--- src/rtl/sdhc_reg_pkg.sv ---
// rtl/sdhc_reg_pkg.sv - shared types and defaults for the SD host register bank
package sdhc_reg_pkg;
  typedef enum logic [1:0] {IDLE, COMMIT, ACK} state_e;

  localparam int DEF_DATA_W = 16;
  localparam int BE_W       = DEF_DATA_W / 8;
  localparam logic [DEF_DATA_W-1:0] DEF_CMD_WMASK = 16'h3FFB;
  localparam logic [DEF_DATA_W-1:0] DEF_GEN_WMASK = 16'hFFFF;
endpackage

--- src/rtl/sdhc_be_merge.sv ---
// rtl/sdhc_be_merge.sv - byte-enable merge of masked write data over an old register value
module sdhc_be_merge #(
  parameter int DATA_W = 16
) (
  input  logic [DATA_W-1:0]   old_i,
  input  logic [DATA_W-1:0]   data_i,
  input  logic [DATA_W-1:0]   mask_i,
  input  logic [DATA_W/8-1:0] be_i,
  output logic [DATA_W-1:0]   new_o
);
  always_comb begin
    new_o = old_i;
    for (int b = 0; b < DATA_W/8; b++) begin
      if (be_i[b]) new_o[b*8 +: 8] = data_i[b*8 +: 8] & mask_i[b*8 +: 8];
    end
  end
endmodule

--- src/rtl/sdhc_cmd_reg_bank.sv ---
// rtl/sdhc_cmd_reg_bank.sv - SD host register bank with 4-phase writes and command issue
// Optional per-register parity storage: SDHC_REG_PARITY_EN
module sdhc_cmd_reg_bank
  import sdhc_reg_pkg::*;
#(
  parameter int                DATA_W    = 16,
  parameter int                NUM_REGS  = 4,
  parameter int                ADDR_W    = 2,
  parameter int                CMD_IDX   = 3,
  parameter logic [DATA_W-1:0] CMD_WMASK = DEF_CMD_WMASK,
  parameter logic [DATA_W-1:0] GEN_WMASK = DEF_GEN_WMASK
) (
  input  logic                       clk,
  input  logic                       rst,
  input  logic                       wr_req,
  input  logic [ADDR_W-1:0]          wr_addr,
  input  logic [DATA_W-1:0]          wr_data,
  input  logic [DATA_W/8-1:0]        wr_be,
  output logic                       wr_ack,
  output logic                       wr_err,
  input  logic [ADDR_W-1:0]          rd_addr,
  output logic [DATA_W-1:0]          rd_data,
  output logic [NUM_REGS*DATA_W-1:0] regs_flat,
  output logic                       busy,
  output logic                       cmd_start,
  output logic                       cmd_inhibit,
  input  logic                       cmd_done
`ifdef SDHC_REG_PARITY_EN
  ,
  input  logic                       par_inj,
  output logic                       rd_par_err
`endif
);
  localparam int BW = DATA_W / 8;

  state_e              state_q;
  logic [ADDR_W-1:0]   addr_q;
  logic [DATA_W-1:0]   data_q;
  logic [BW-1:0]       be_q;
  logic                ack_q, err_q, start_q, inhibit_q;
  logic [DATA_W-1:0]   regs_q [NUM_REGS];

  logic [DATA_W-1:0]   old_val, mask_val, reg_d;
  logic                in_range, is_cmd, err_d, issue_d;

  always_comb begin
    in_range = int'(addr_q) < NUM_REGS;
    is_cmd   = int'(addr_q) == CMD_IDX;
    old_val  = '0;
    for (int i = 0; i < NUM_REGS; i++) begin
      if (int'(addr_q) == i) old_val = regs_q[i];
    end
    mask_val = is_cmd ? CMD_WMASK : GEN_WMASK;
    err_d    = !in_range || (is_cmd && inhibit_q);
    issue_d  = (state_q == COMMIT) && !err_d && is_cmd && be_q[BW-1];
  end

  sdhc_be_merge #(.DATA_W(DATA_W)) u_merge (
    .old_i (old_val),
    .data_i(data_q),
    .mask_i(mask_val),
    .be_i  (be_q),
    .new_o (reg_d)
  );

`ifdef SDHC_REG_PARITY_EN
  logic par_q [NUM_REGS];
  logic par_d, rd_par;
  assign par_d = (^reg_d) ^ par_inj;
`endif

  always_ff @(posedge clk or posedge rst) begin
    if (rst) begin
      state_q   <= IDLE;
      addr_q    <= '0;
      data_q    <= '0;
      be_q      <= '0;
      ack_q     <= 1'b0;
      err_q     <= 1'b0;
      start_q   <= 1'b0;
      inhibit_q <= 1'b0;
      for (int i = 0; i < NUM_REGS; i++) begin
        regs_q[i] <= '0;
`ifdef SDHC_REG_PARITY_EN
        par_q[i]  <= 1'b0;
`endif
      end
    end else begin
      start_q <= 1'b0;
      // A new issue outranks a completion arriving on the same edge
      if (issue_d) inhibit_q <= 1'b1;
      else if (cmd_done) inhibit_q <= 1'b0;
      case (state_q)
        IDLE: begin
          if (wr_req) begin
            addr_q  <= wr_addr;
            data_q  <= wr_data;
            be_q    <= wr_be;
            state_q <= COMMIT;
          end
        end
        COMMIT: begin
          if (!err_d) begin
            for (int i = 0; i < NUM_REGS; i++) begin
              if (int'(addr_q) == i) begin
                regs_q[i] <= reg_d;
`ifdef SDHC_REG_PARITY_EN
                par_q[i]  <= par_d;
`endif
              end
            end
          end
          ack_q   <= 1'b1;
          err_q   <= err_d;
          start_q <= issue_d;
          state_q <= ACK;
        end
        ACK: begin
          if (!wr_req) begin
            ack_q   <= 1'b0;
            err_q   <= 1'b0;
            state_q <= IDLE;
          end
        end
        default: state_q <= IDLE;
      endcase
    end
  end

  always_comb begin
    rd_data = '0;
`ifdef SDHC_REG_PARITY_EN
    rd_par  = 1'b0;
`endif
    for (int i = 0; i < NUM_REGS; i++) begin
      if (int'(rd_addr) == i) begin
        rd_data = regs_q[i];
`ifdef SDHC_REG_PARITY_EN
        rd_par  = par_q[i];
`endif
      end
    end
  end

`ifdef SDHC_REG_PARITY_EN
  assign rd_par_err = ^{rd_data, rd_par};
`endif

  for (genvar g = 0; g < NUM_REGS; g++) begin : g_flat
    assign regs_flat[g*DATA_W +: DATA_W] = regs_q[g];
  end

  assign wr_ack      = ack_q;
  assign wr_err      = err_q;
  assign cmd_start   = start_q;
  assign cmd_inhibit = inhibit_q;
  assign busy        = state_q != IDLE;
endmodule

--- config.mk ---
export PLATFORM = sky130hd
export DESIGN_NAME = sdhc_cmd_reg_bank
export DESIGN_NICKNAME = d
export VERILOG_FILES = /design/src/rtl/sdhc_reg_pkg.sv /design/src/rtl/sdhc_be_merge.sv /design/src/rtl/sdhc_cmd_reg_bank.sv
export SDC_FILE = /design/constraint.sdc
export NUM_CORES = 1
export LEC_CHECK = 0
export CAP_MARGIN = 10
export CORE_MARGIN = 8
export CORE_UTILIZATION = 40
export DETAILED_ROUTE_END_ITERATION = 10
export GPL_TIMING_DRIVEN = 0
export PLACE_DENSITY_LB_ADDON = 0.3
export SYNTH_ARGS = -nofsm -noshare
export SYNTH_HDL_FRONTEND = slang
export SYNTH_SLANG_ARGS = --single-unit
--- constraint.sdc ---
create_clock -name clk -period 6.1 [get_ports clk]
set_clock_uncertainty 0.2 [all_clocks]
set_input_delay 1.22 -clock clk [delete_from_list [all_inputs] [get_ports clk]]
set_output_delay 1.22 -clock clk [all_outputs]
set_load 0.02 [all_outputs]
Yosys cells after proc, flatten, opt, wreduce, memory -nomap -nowiden
Cells that the tools add are included.

Register bits: 90. Bits of input ports: 26. Output and inout bits: 85. Logic and storage cells: 62.

Equal/unequal tests: 10. Mux-type cells: 19. Bitwise operators: 3. Reduce and logical (&&, ||, !) cells: 18.

Operators by type and width (count): 16-bit 2-to-1 mux (8); 8-bit bitwise AND (2); 8-bit 2-to-1 mux (2); 3-bit AND reduction (4); 2-bit equality test (second input constant) (5); 2-bit by 1-bit equality test with 1-bit output (second input constant) (3); 2-bit logical NOT (3); 2-bit case mux with 3 select lines (1); 2-bit AND reduction (3); 2-bit nonzero test (3); 1-bit logical AND (4); 1-bit 2-to-1 mux (4); 2-bit 2-to-1 mux (2); 2-bit inequality test (second input constant) (2); 1-bit case mux with 2 select lines (2); 1-bit logical NOT (1); 1-bit NOT (1).

Depth between registers and ports, before layout
Depth in word-level cells: 7. Depth in mapped cells: 5. Gate-level depth less buffers: 3.

Hierarchy
Synthesis repeated with hierarchy kept, for this count alone.

Cell total of the unflattened synthesis: 294. Area total of the unflattened synthesis: 4488.1 um2.

By module, submodules not included: sdhc_cmd_reg_bank (instances 1, cells each 244, area an instance 4245.3 um2, seq. area each 2252.2 um2); sdhc_be_merge (instances 1, cells each 50, area an instance 242.7 um2, seq. area each 0.0 um2).

Worst setup path before layout
No wires, ideal clock.

Path kind: input to output. Start point: input rd_addr[0]. End point: output rd_data[10]. Arrival time: 2.348 ns. Data required time: 4.680 ns. Path slack: 2.332 ns. Stages: 3. Path buffers: 2. Path through: buf_2 -> buf_2 -> mux4_2.

Cells in the longest elaborated chain, start to end: 5. Elaborated cells on any way between the ends: 8. Those cells by class: eq/ne: 3; mux: 4; reduce/logical: 1.

RTL lines: from (decl) (line sdhc_cmd_reg_bank.sv:21) `input logic [ADDR_W-1:0] rd_addr,`; 2-bit logical NOT (line sdhc_cmd_reg_bank.sv:136) `if (int'(rd_addr) == i) begin`; 16-bit 2-to-1 mux (3 in a row) (line sdhc_cmd_reg_bank.sv:136); 16-bit 2-to-1 mux * (line sdhc_cmd_reg_bank.sv:136); to (decl) (line sdhc_cmd_reg_bank.sv:22) `output logic [DATA_W-1:0] rd_data,`.

Mark *: on every way between the ends. The rest lies on a longest branch, timed or not.

Worst setup path in the final report
Start point: input rd_addr[1]. End point: output rd_data[11].

The elaborated chain is that of the path after synthesis.

==> PnR_summary.wiki <==
{| class="wikitable"
! Metric !! Value
|-
| Final Instance Area || 5850 um2
|-
| FF-to-FF Start || state_q[1]$_DFFE_PP0P_
|-
| Core occupancy in the finished layout || 54.5%
|-
| Biggest area contributors in the synthesized netlist || dfrtp_1 51%, mux2_2 14%, mux4_2 8.2%, mux2_4 7.6%, mux2i_1 3.0%
|-
| Dominant combinational cell family by area after synthesis || multiplexers
|-
| Place WS || 1.37 ns
|-
| Transition time of the tightest slew-check pin || 0.789 ns
|-
| Vias in the first global route || 3122
|-
| Buffer type at the clock tree root || clkbuf_8
|-
| Kind of cell with the highest combined delay on the critical path || buffers and inverters
|-
| Worst setup SP type || input pin
|-
| Kind of end point of the critical path || primary output
|-
| Number of hold-repair buffers added at the cts stage || 0
|-
| Global-route wire length before repair || 17300 um
|-
| Post-CTS setup buffers || 0
|-
| Maximum fanout along the worst path || 10
|-
| Detailed-route via count || 2910
|-
| Yosys warnings || 0
|-
| Clock-pin slew on the worst setup and hold paths || 0.08 ns
|-
| Signal arrival time at the worst endpoint || 3.24 ns
|-
| RSZ-0062 raised after global routing || no
|-
| # placed instances || 549
|-
| Cell type with the highest aggregate area in the netlist || dfrtp_1
|-
| Number of distinct library cells after synthesis || 39
|-
| Antenna diode instance count || 0
|-
| Core outline area || 10700 um2
|-
| Share of the yosys chip area belonging to registers || 51.5%
|-
| Post-layout minimum cycle time || 4.66 ns
|-
| Number of design-rule violations left by the first detailed-router iteration || 148
|-
| Endpoint with the worst hold slack || data_q[14]$_DFFE_PP0P_
|-
| Multiplexer share of the synthesized area || 33.4%
|-
| Flop and latch count out of synthesis || 90
|-
| DRC viols || 0
|-
| Share of the cycle needed by the critical path after routing || 76.4%
|-
| Post-CTS resize count || 0
|-
| Post-DRT Antenna Nets || 0
|-
| R2R setup slack || 4.16 ns
|-
| Post-Synthesis Cells || 300
|-
| Max-capacitance violation count || 0
|-
| Share of post-route cells with drive strength above 1 || 31.4%
|-
| Power density cells || 576 nW/um2
|-
| FF-to-FF path depth || 5
|-
| Count of standard-cell rows || 38
|-
| Via density per instance || 5.16
|-
| Share of flip-flops with an asynchronous set or reset || 100%
|-
| Total routing usage reported by global routing || 15.3%
|-
| Synthesized netlist net count || 326
|-
| H-tree Lvls || 3
|-
| IR Drop Worst-Case VDD || 0.000267 V
|-
| Data required time at the worst endpoint || 4.68 ns
|-
| Share of the synthesized area in the top cell type || 51.5%
|-
| Pin count of the biggest net entering global routing || 68
|-
| CTS tree || done
|-
| Post-synthesis instance area || 4370 um2
|-
| Estimated wirelength of the detail-placed design || 7900 um
|-
| Layout Area Growth over Synthesis || 33.8%
|-
| Largest incremental delay on the critical path || 0.66 ns
|-
| Inserted Clock Buffers || 9
|-
| Synth Area in Adders || 0%
|-
| Clock Path Buffers || 2
|-
| Final Net Count || 446
|-
| Setup-violating endpoint count in the final report || 0
|-
| Aggregate routed wire length || 10800 um
|-
| Critical path type || in2out
|-
| Clock Latency Late Sink || 0.35 ns
|-
| Final-layout setup total negative slack || 0 ns
|-
| Cells traversed along the worst timing path || clkbuf_1, clkbuf_1, mux4_2, clkdlybuf4s50_1
|-
| HP Start || data_q[14]$_DFFE_PP0P_
|-
| Routed length per instance || 19.1 um
|-
| Die boundary height || 121 um
|-
| Total count of max-transition violations in the final report || 0
|-
| Most used DFF post-synth || dfrtp_1
|-
| Compound-Gate Fraction of Synth Area || 5.03%
|-
| Global route total overflow || 0
|-
| Outcome || finished, final reports clean
|-
| Reg-to-reg endpoint || regs_flat[52]$_DFFE_PP0P_
|-
| Depth of the worst hold-timing path || 1
|-
| Die outline width || 121 um
|-
| I/O pin count || 111
|-
| Port-buffer cells || 108
|-
| Number of enable flip-flop cells after synthesis || 0
|-
| Antenna violations before repair || 0
|-
| Buf+Inv Stages, Crit Path || 3
|-
| Placement-stage cell area || 5660 um2
|-
| Initial cell density of the core || 40.7%
|-
| Cell with the largest stage delay on the worst path || clkbuf_1
|-
| Total leakage power || 2.54 nW
|-
| Post-synthesis share of cell area spent on xor and xnor gates || 0%
|-
| Die area || 14500 um2
|-
| Average cell area after synthesis || 14.6 um2
|-
| Total power draw || 3.37 mW
|-
| Number of optimization iterations in the first detailed-route pass || 4
|-
| Worst setup margin || 1.44 ns
|-
| Endpoints failing hold || 0
|-
| Simple-gate area share of the yosys netlist || 7.01%
|-
| Top cell by count, worst path || clkbuf_1
|-
| Count of filler cells inserted in the layout || 954
|-
| Path type of the worst min-delay path || reg2reg
|-
| Placer congestion estimate || 0.757
|-
| Hold slack final || 0.327 ns
|-
| Max-Slew Margin vs Limit || 47.4%
|-
| Max Clk Rate || 0.215 GHz
|-
| Non-filler cells, final || 564
|-
| Sinks on Clock Net || 90
|}
## power by group
| group | internal (mW) | total [mW] | leakage [nW] | switching (mW) |
|---|---|---|---|---|
| registers | 0.880 | 1.15 | 1.12 | 0.275 |
| logic | 0.982 | 1.82 | 1.33 | 0.835 |
| clock network | 0.189 | 0.397 | 0.0917 | 0.208 |
| total | 2.05 | 3.37 | 2.54 | 1.32 |
## flip-flops by register name, summed over array words and instances (netlist names)
register	flops
cmd_inhibit	1
data_q	16
wr_ack	1
addr_q	2
regs_flat	64
state_q	2
wr_err	1
be_q	2
cmd_start	1
## cell type report
class | count | area (um2) | area share (%)
sequential | 90 | 2250 | 38.5
timing repair buffer | 109 | 1110 | 18.9
clock inverter | 6 | 67.6 | 1.15
clock buffer | 9 | 124 | 2.12
tap | 140 | 175 | 2.99
buffer | 18 | 125 | 2.14
inverter | 2 | 10.0 | 0.171
multi-input combinational | 190 | 1990 | 34.0
## cell families after synthesis
group           Yosys count
compound gates           36
buf+inv                  20
flops                    90
mux                     108
simple gates             46
## cell usage in the layout (no fill, tap or decap), types with 2 or more instances in the layout
cell type,synthesis,routed
clkdlybuf4s50_1,0,108
dfrtp_1,90,90
mux2_2,53,53
mux2_4,22,22
o21ai_0,17,17
mux4_2,16,16
nand2_1,15,15
mux2i_1,13,13
nor2_1,11,11
clkbuf_8,0,9
buf_4,8,8
a21oi_1,8,8
buf_2,4,4
mux2_1,4,4
buf_6,3,3
nand2b_1,3,3
clkbuf_1,3,3
nor2b_1,2,2
a22oi_1,2,2
o31ai_1,2,2
a222oi_1,2,2
nand2_4,2,2
clkinvlp_4,0,2
## cell usage after synthesis (2+ instances only)
cell,number
a21oi_1,8
a222oi_1,2
a22oi_1,2
buf_2,4
buf_4,8
buf_6,3
clkbuf_1,3
dfrtp_1,90
inv_1,2
mux2_1,4
mux2_2,53
mux2_4,22
mux2i_1,13
mux4_2,16
nand2_1,15
nand2_4,2
nand2b_1,3
nor2_1,11
nor2b_1,2
o21ai_0,17
o31ai_1,2
## worst reg2reg max path: stages, from the launching register on
cell      delay [ns]
dfrtp_1         0.38
buf_4           0.17
nand4b_4        0.22
nor2_4          0.25
buf_4           0.26
mux2_2          0.35
## how the worst max path moves through the flow
stage                             endpoint  depth (start not counted)       start  slack [ns]
CTS                             rd_data[9]                          4  rd_addr[1]        1.36
global placement    data_q[15]$_DFFE_PP0P_                          2         rst        0.92
global route                   rd_data[12]                          4  rd_addr[1]        1.32
detailed placement              rd_data[6]                          4  rd_addr[1]        1.37
finish                         rd_data[11]                          4  rd_addr[1]        1.44
floorplan                      rd_data[10]                          3  rd_addr[0]        2.33
## layer usage
layer  up-vias  track usage, %  wire length, um
li1       1354               -                -
met1      1471            18.7             4600
met2        76            25.6             5450
met3         9            4.15              628
met4         0            4.84              112
met5         -               0                0
No activity file was read; power rests on OpenSTA's default activity.
